==> src/rtl/armedf_pkg.sv <==
// Shared types for the ROM download path: writer FSM states, the queued
// SDRAM word entry and the byte-lane packing helper.
package armedf_pkg;

  // Widest word address an entry can carry; narrower streams zero-extend.
  localparam int unsigned DL_WADDR_MAX = 32;

  typedef enum logic {
    IDLE,
    BUSY
  } wr_state_t;

  typedef struct packed {
    logic [DL_WADDR_MAX-1:0] addr;
    logic [15:0]             data;
    logic [1:0]              be;
  } dl_entry_t;

  // Place one byte on its 16-bit lane; returns {data, be}.
  // Upper lane is taken by even bytes in big-endian mode, odd bytes otherwise.
  function automatic logic [17:0] lane_word(input logic [7:0] b,
                                            input logic       lane,
                                            input logic       big_endian);
    if (lane ^ big_endian) lane_word = {b, 8'h00, 2'b10};
    else                   lane_word = {8'h00, b, 2'b01};
  endfunction

endpackage

==> src/rtl/rom_dl_fifo.sv <==
// Synchronous FIFO of packed download words with registered full/empty.
module rom_dl_fifo
  import armedf_pkg::*;
#(
  parameter int unsigned DEPTH = 4
) (
  input  logic      clk,
  input  logic      reset,
  input  logic      push,
  input  dl_entry_t push_data,
  input  logic      pop,
  output dl_entry_t head,
  output logic      full,
  output logic      empty
);

  localparam int unsigned    PTR_W    = $clog2(DEPTH);
  localparam logic [PTR_W:0] FULL_CNT = (PTR_W+1)'(DEPTH);

  dl_entry_t        mem [DEPTH];
  logic [PTR_W-1:0] wr_ptr;
  logic [PTR_W-1:0] rd_ptr;
  logic [PTR_W:0]   count;
  logic [PTR_W:0]   count_next;
  logic             do_push;
  logic             do_pop;

  // A push while full is only taken when a pop frees the slot in the same cycle.
  always_comb begin
    do_pop     = pop & ~empty;
    do_push    = push & (~full | do_pop);
    count_next = count;
    if (do_push && !do_pop)      count_next = count + 1'b1;
    else if (!do_push && do_pop) count_next = count - 1'b1;
    head = mem[rd_ptr];
  end

  // Storage array, written at the tail.
  always_ff @(posedge clk) begin
    if (do_push) mem[wr_ptr] <= push_data;
  end

  // Pointers, occupancy and registered flags.
  always_ff @(posedge clk) begin
    if (reset) begin
      wr_ptr <= '0;
      rd_ptr <= '0;
      count  <= '0;
      full   <= 1'b0;
      empty  <= 1'b1;
    end else begin
      if (do_push) wr_ptr <= wr_ptr + 1'b1;
      if (do_pop)  rd_ptr <= rd_ptr + 1'b1;
      count <= count_next;
      full  <= (count_next == FULL_CNT);
      empty <= (count_next == '0);
    end
  end

endmodule

==> src/rtl/rom_dl_packer.sv <==
// Packs the ioctl byte download stream into 16-bit SDRAM words, queues them
// and issues them over a toggle req/ack handshake; tracks load completion.
module rom_dl_packer
  import armedf_pkg::*;
#(
  parameter int unsigned ADDR_W     = 25,
  parameter int unsigned BIG_ENDIAN = 1,
  parameter int unsigned FIFO_DEPTH = 4
) (
  input  logic              clk_96M,
  input  logic              reset,
  input  logic              rom_download,
  input  logic              ioctl_wr,
  input  logic [ADDR_W-1:0] ioctl_addr,
  input  logic [7:0]        ioctl_dout,
  output logic              sd_req,
  input  logic              sd_ack,
  output logic [ADDR_W-2:0] sd_addr,
  output logic [15:0]       sd_data,
  output logic [1:0]        sd_be,
  output logic              rom_loaded,
  output logic              core_reset,
  output logic              overflow
);

  localparam logic BE_MODE = (BIG_ENDIAN != 0);

  logic              wr_eff;
  logic              dl_d;
  logic              flush_q;
  logic              seen_dl;
  logic              pend_valid;
  logic              pend_lane;
  logic [ADDR_W-2:0] pend_waddr;
  logic [7:0]        pend_data;
  logic [ADDR_W-2:0] in_waddr;
  logic              in_lane;
  logic              pairs;
  logic [17:0]       pend_word;
  logic [17:0]       in_word;
  logic              push;
  logic              pop;
  dl_entry_t         push_entry;
  dl_entry_t         head;
  logic              fifo_full;
  logic              fifo_empty;
  logic              drained;
  wr_state_t         state;

  rom_dl_fifo #(
    .DEPTH (FIFO_DEPTH)
  ) u_fifo (
    .clk       (clk_96M),
    .reset     (reset),
    .push      (push),
    .push_data (push_entry),
    .pop       (pop),
    .head      (head),
    .full      (fifo_full),
    .empty     (fifo_empty)
  );

  // Pair the incoming byte with the pending one, or evict the pending byte
  // as a partial word; a scheduled flush evicts it without a new byte.
  always_comb begin
    wr_eff     = ioctl_wr & rom_download;
    in_waddr   = ioctl_addr[ADDR_W-1:1];
    in_lane    = ioctl_addr[0];
    pairs      = pend_valid & (in_waddr == pend_waddr) & (in_lane != pend_lane);
    pend_word  = lane_word(pend_data, pend_lane, BE_MODE);
    in_word    = lane_word(ioctl_dout, in_lane, BE_MODE);
    push       = 1'b0;
    push_entry = '0;
    if (pend_valid && (wr_eff || flush_q)) begin
      push            = 1'b1;
      push_entry.addr = DL_WADDR_MAX'(pend_waddr);
      {push_entry.data, push_entry.be} = (wr_eff && pairs) ? (pend_word | in_word) : pend_word;
    end
    pop     = (state == IDLE) & ~fifo_empty;
    drained = fifo_empty & ~pend_valid & (state == IDLE) & ~flush_q;
  end

  // Pending-byte slot and download falling-edge flush scheduling.
  always_ff @(posedge clk_96M) begin
    if (reset) begin
      pend_valid <= 1'b0;
      pend_lane  <= 1'b0;
      pend_waddr <= '0;
      pend_data  <= '0;
      dl_d       <= 1'b0;
      flush_q    <= 1'b0;
    end else begin
      dl_d    <= rom_download;
      flush_q <= dl_d & ~rom_download;
      if (wr_eff) begin
        pend_valid <= ~pairs;
        pend_waddr <= in_waddr;
        pend_lane  <= in_lane;
        pend_data  <= ioctl_dout;
      end else if (flush_q) begin
        pend_valid <= 1'b0;
      end
    end
  end

  // Writer FSM: launch the FIFO head with a req toggle, wait for the echo.
  always_ff @(posedge clk_96M) begin
    if (reset) begin
      state   <= IDLE;
      sd_req  <= 1'b0;
      sd_addr <= '0;
      sd_data <= '0;
      sd_be   <= '0;
    end else begin
      case (state)
        IDLE: if (!fifo_empty) begin
          sd_req  <= ~sd_req;
          sd_addr <= (ADDR_W-1)'(head.addr);
          sd_data <= head.data;
          sd_be   <= head.be;
          state   <= BUSY;
        end
        BUSY: if (sd_ack == sd_req) state <= IDLE;
        default: state <= IDLE;
      endcase
    end
  end

  // Sticky completion/overflow flags and the registered core reset request.
  always_ff @(posedge clk_96M) begin
    if (reset) begin
      seen_dl    <= 1'b0;
      rom_loaded <= 1'b0;
      overflow   <= 1'b0;
      core_reset <= 1'b1;
    end else begin
      seen_dl <= seen_dl | rom_download;
      if (seen_dl && !rom_download && drained) rom_loaded <= 1'b1;
      if (push && fifo_full && !pop)           overflow   <= 1'b1;
      core_reset <= ~rom_loaded | rom_download | ~drained;
    end
  end

endmodule

==> config.mk <==
export PLATFORM = sky130hd
export DESIGN_NAME = rom_dl_packer
export DESIGN_NICKNAME = d
export VERILOG_FILES = /design/src/rtl/armedf_pkg.sv /design/src/rtl/rom_dl_fifo.sv /design/src/rtl/rom_dl_packer.sv
export SDC_FILE = /design/constraint.sdc
export NUM_CORES = 1
export LEC_CHECK = 0
export ABC_AREA = 1
export BUFFER_PORTS_ARGS = -buffer_cell sky130_fd_sc_hd__buf_2
export CAP_MARGIN = 20
export CORE_UTILIZATION = 54
export CTS_CLUSTER_DIAMETER = 100
export DETAILED_ROUTE_END_ITERATION = 12
export HOLD_SLACK_MARGIN = 0.12
export PLACE_DENSITY = 0.84
export REMOVE_ABC_BUFFERS = 1
export SETUP_SLACK_MARGIN = 0.4
export SLEW_MARGIN = 20
export SYNTH_ARGS = -nofsm -noshare
export SYNTH_HDL_FRONTEND = slang
export SYNTH_SLANG_ARGS = --single-unit
==> constraint.sdc <==
create_clock -name clk_96M -period 2.95 [get_ports clk_96M]
set_clock_uncertainty 0.15 [all_clocks]
set_input_delay 0 -clock clk_96M [delete_from_list [all_inputs] [get_ports clk_96M]]
set_output_delay 0 -clock clk_96M [all_outputs]
set_load 0.01 [all_outputs]
==> results.sh <==
export IMPL_clkLatencyLatePin_ps=520
export IMPL_post_route_min_period_ps=2480
export IMPL_cts_buffers=25
export IMPL_cts_sinks=261
export IMPL_rsz0062_at_grt="true"
export IMPL_syn_area_mm2=0.0108
export IMPL_sw_frac_of_total_pct=31.1
export IMPL_p_leak_nw=5.74
export IMPL_slew_violations=0
export IMPL_grt_pass1_vias=8649
export IMPL_initial_core_util_pct=55.2
export IMPL_drc=0
export IMPL_drive_gt1_share_pct=11.7
export IMPL_ant_nets=0
export IMPL_syn_inst=1128
export IMPL_power_density_mw_per_mm2=773
export IMPL_final_nets=1319
export IMPL_diodes=0
export IMPL_post_drt_wl_per_cell_um=17.7
export IMPL_startpoint_type="input port"
export IMPL_syn_area_per_cell_um2=9.55
export IMPL_first_pass_iters=6
export IMPL_synth_seq_area_share_pct=64.1
export IMPL_io_pins=84
export IMPL_dieHeight_um=143
export IMPL_path_clk_slew_ps=60
export IMPL_postRouteWirelength_mm=27.5
export IMPL_power_mw=10.1
export IMPL_hold_viol_final=0
export IMPL_dpl_hpwl_mm=14.9
export IMPL_grt_max_degree=86
export IMPL_placed_area_mm2=0.0115
export IMPL_fin_crit_sh_pct=84.0
export IMPL_yosysWarnings=0
export IMPL_max_freq_ghz=0.404
export IMPL_holdCritStartpoint="rom_download"
export IMPL_pre_cts_ws_ps=534
export IMPL_num_vias=8831
export IMPL_slew_limit_headroom_pct=44.5
export IMPL_required_ps=3260
export IMPL_area_growth_pct=21.6
export IMPL_combinationalPowerShare_pct=25.1
export IMPL_worstPathMaxFanout=59
export IMPL_critical_path_arrival_ps=2790
export IMPL_ys_ff_latch=261
export IMPL_p_clk_share_pct=31.8
export IMPL_gp_congestion=0.854
export IMPL_power_switching_mw=3.14
export IMPL_rows=51
export IMPL_outcome="finished clean"
export IMPL_synth_cell_types=31
export IMPL_drv_cap=0
export IMPL_startpoint="rom_download"
export IMPL_die_w_um=143
export IMPL_endpoint_kind="register"
export IMPL_p_int_mw=6.98
export IMPL_final_area_mm2=0.0131
export IMPL_gr_total_overflow=0
export IMPL_place_port_buffers=83
export IMPL_tightest_slew_ps=833
export IMPL_via_per_inst=5.68
export IMPL_antenna_found_initial=0
export IMPL_worst_slack_ps=473
export IMPL_cts_root_buf="clkbuf_16"
export IMPL_worstSetupPathType="in2reg"
export IMPL_die_area_mm2=0.0205
export IMPL_ir_drop_mv=0.468
export IMPL_cts_tree="yes"
export IMPL_cts_max_path_buffers=3
export IMPL_setup_viol=0
export IMPL_core_area_mm2=0.0195
export IMPL_htree_levels=1
export IMPL_drt_iter0_markers=1185
export IMPL_p_seq_share_pct=43.1
export IMPL_hold_class="in2reg"
export IMPL_timing_rr_start="pend_lane$_SDFFE_PP0P_"
export IMPL_grt_total_usage_pct=27.3
export IMPL_grt_pass1_wl_mm=43.4
[cell type report]
class	instances	area, um^2
Inverter	127	480
Clock inverter	12	160
Clock buffer	33	656
Multi-Input combinational cell	680	3180
Fill cell	1374	6430
Tap cell	265	332
Timing Repair Buffer	178	1380
Sequential cell	261	6910
[metal layers]
layer,GRT usage [%],vias up,wire (um)
li1,-,4034,-
met1,33.8,4157,10500
met2,46.3,547,13600
met3,4.49,93,2450
met4,13.5,0,935
met5,0,-,0
[Yosys cell counts]
cell      number  area share (%)
nor3_1         4            0.19
o211ai_1       1           0.070
buf_6          2            0.21
buf_1          5            0.17
a21oi_4        1            0.15
nand3_1       25             1.2
o21ai_1        4            0.19
edfxtp_1     168              47
nand2_1      132             4.6
or2_0          1           0.058
nand4_1        2            0.12
dfxtp_1       93              17
nand2_2        2            0.12
o21ai_0      152             7.1
clkinv_1       2           0.070
nand3b_1       1           0.070
xnor2_1        7            0.57
inv_1        124             4.3
nor3b_1        1           0.070
nor2_4         1            0.10
inv_2          1           0.035
ha_1           8            0.93
clkbuf_1      49             1.7
buf_2          4            0.19
nor2_1       232             8.1
o21a_1         1           0.070
o22ai_1       42             2.4
a21oi_1       57             2.6
xor2_1         4            0.33
o21ai_2        1           0.081
a31oi_1        1           0.058
[per-stage QoR]
step | hold slack [ps] | std cells | util (%) | setup TNS [ps]
floorplan | -80.9 | 1068 | - | -421310
global placement | 89.6 | 1433 | 58.9 | 0
detailed placement | 87.6 | 1433 | 58.9 | 0
CTS | 143 | 1554 | 67.0 | 0
global route | 186 | 1556 | 67.1 | 0
finish | 147 | 1556 | 67.1 | 0
[power groups by stage]
| stage | logic [mW] | clock network [mW] | registers [mW] |
|---|---|---|---|
| 5_1_grt | 2.83 | 3.39 | 4.40 |
| 3_3_place_gp | 2.30 | 0 | 4.42 |
| 2_1_floorplan | 1.35 | 0 | 4.62 |
| 6_report | 2.54 | 3.22 | 4.36 |
| 3_5_place_dp | 2.38 | 0 | 4.44 |
| 4_1_cts | 2.49 | 3.24 | 4.36 |
[placed cells by master (no fill, tap or decap), types with 2 or more instances in the layout]
master | synthesis | routed
bufinv_16 | 0 | 4
nand2_1 | 132 | 132
inv_1 | 124 | 122
nand3_1 | 25 | 25
nor2_4 | 1 | 6
buf_2 | 4 | 83
nand4_1 | 2 | 2
clkinv_2 | 0 | 5
clkbuf_16 | 0 | 25
buf_12 | 0 | 5
edfxtp_1 | 168 | 168
ha_1 | 8 | 8
dlygate4sd3_1 | 0 | 76
nor2_1 | 232 | 227
nand2_2 | 2 | 2
a21oi_1 | 57 | 57
o21ai_1 | 4 | 4
inv_2 | 1 | 2
dfxtp_1 | 93 | 92
o22ai_1 | 42 | 42
nor3_1 | 4 | 4
clkinvlp_4 | 0 | 2
clkinv_1 | 2 | 4
xor2_1 | 4 | 4
o21ai_0 | 152 | 152
xnor2_1 | 7 | 7
clkbuf_1 | 49 | 8
buf_4 | 0 | 14
[state kept, by name, indices dropped and copies added (netlist names), 2 cells and up]
register and flops:
u_fifo.mem 168, pend_waddr 24, sd_addr 24, sd_data 16
pend_data 8, u_fifo.count 3, sd_be 2, u_fifo.rd_ptr 2
u_fifo.wr_ptr 2
[logic make-up after synthesis]
logic type	after synthesis	synth area share (%)
and+or+nand+nor	401	14.6
DFF	261	64.1
AOI/OAI and AO/OA	260	12.8
buffers and inverters	187	6.70
xor gates and xnor gates	11	0.895
adders and majority gates	8	0.930
[worst max-delay path, cell delays in order]
cell and delay, ps:
dlygate4sd3_1 530, buf_2 150, nand2_2 90, buf_4 520, o21ai_0 140, dlygate4sd3_1 610
a21oi_1 150, dlygate4sd3_1 580
[path summary, 6_finish.rpt]
kind                                  to  slack, ps  cells past startpoint
max reg2reg  u_fifo.mem[3][10]$_DFFE_PP_        540                     11
min                   seen_dl$_SDFF_PP0_        150                      4
max           pend_waddr[5]$_SDFFE_PP0P_        470                      8
min reg2reg           flush_q$_SDFF_PP0_        280                      2
[what timing repair did]
action                                  in CTS  in global routing
resized for setup                            0                  1
endpoints found under the setup margin       0                 74
hold endpoints to repair                   138                  0
setup buffers                                0                  2
hold buffers                                76                  0
Note: power is estimated with default switching activity, not from simulation.
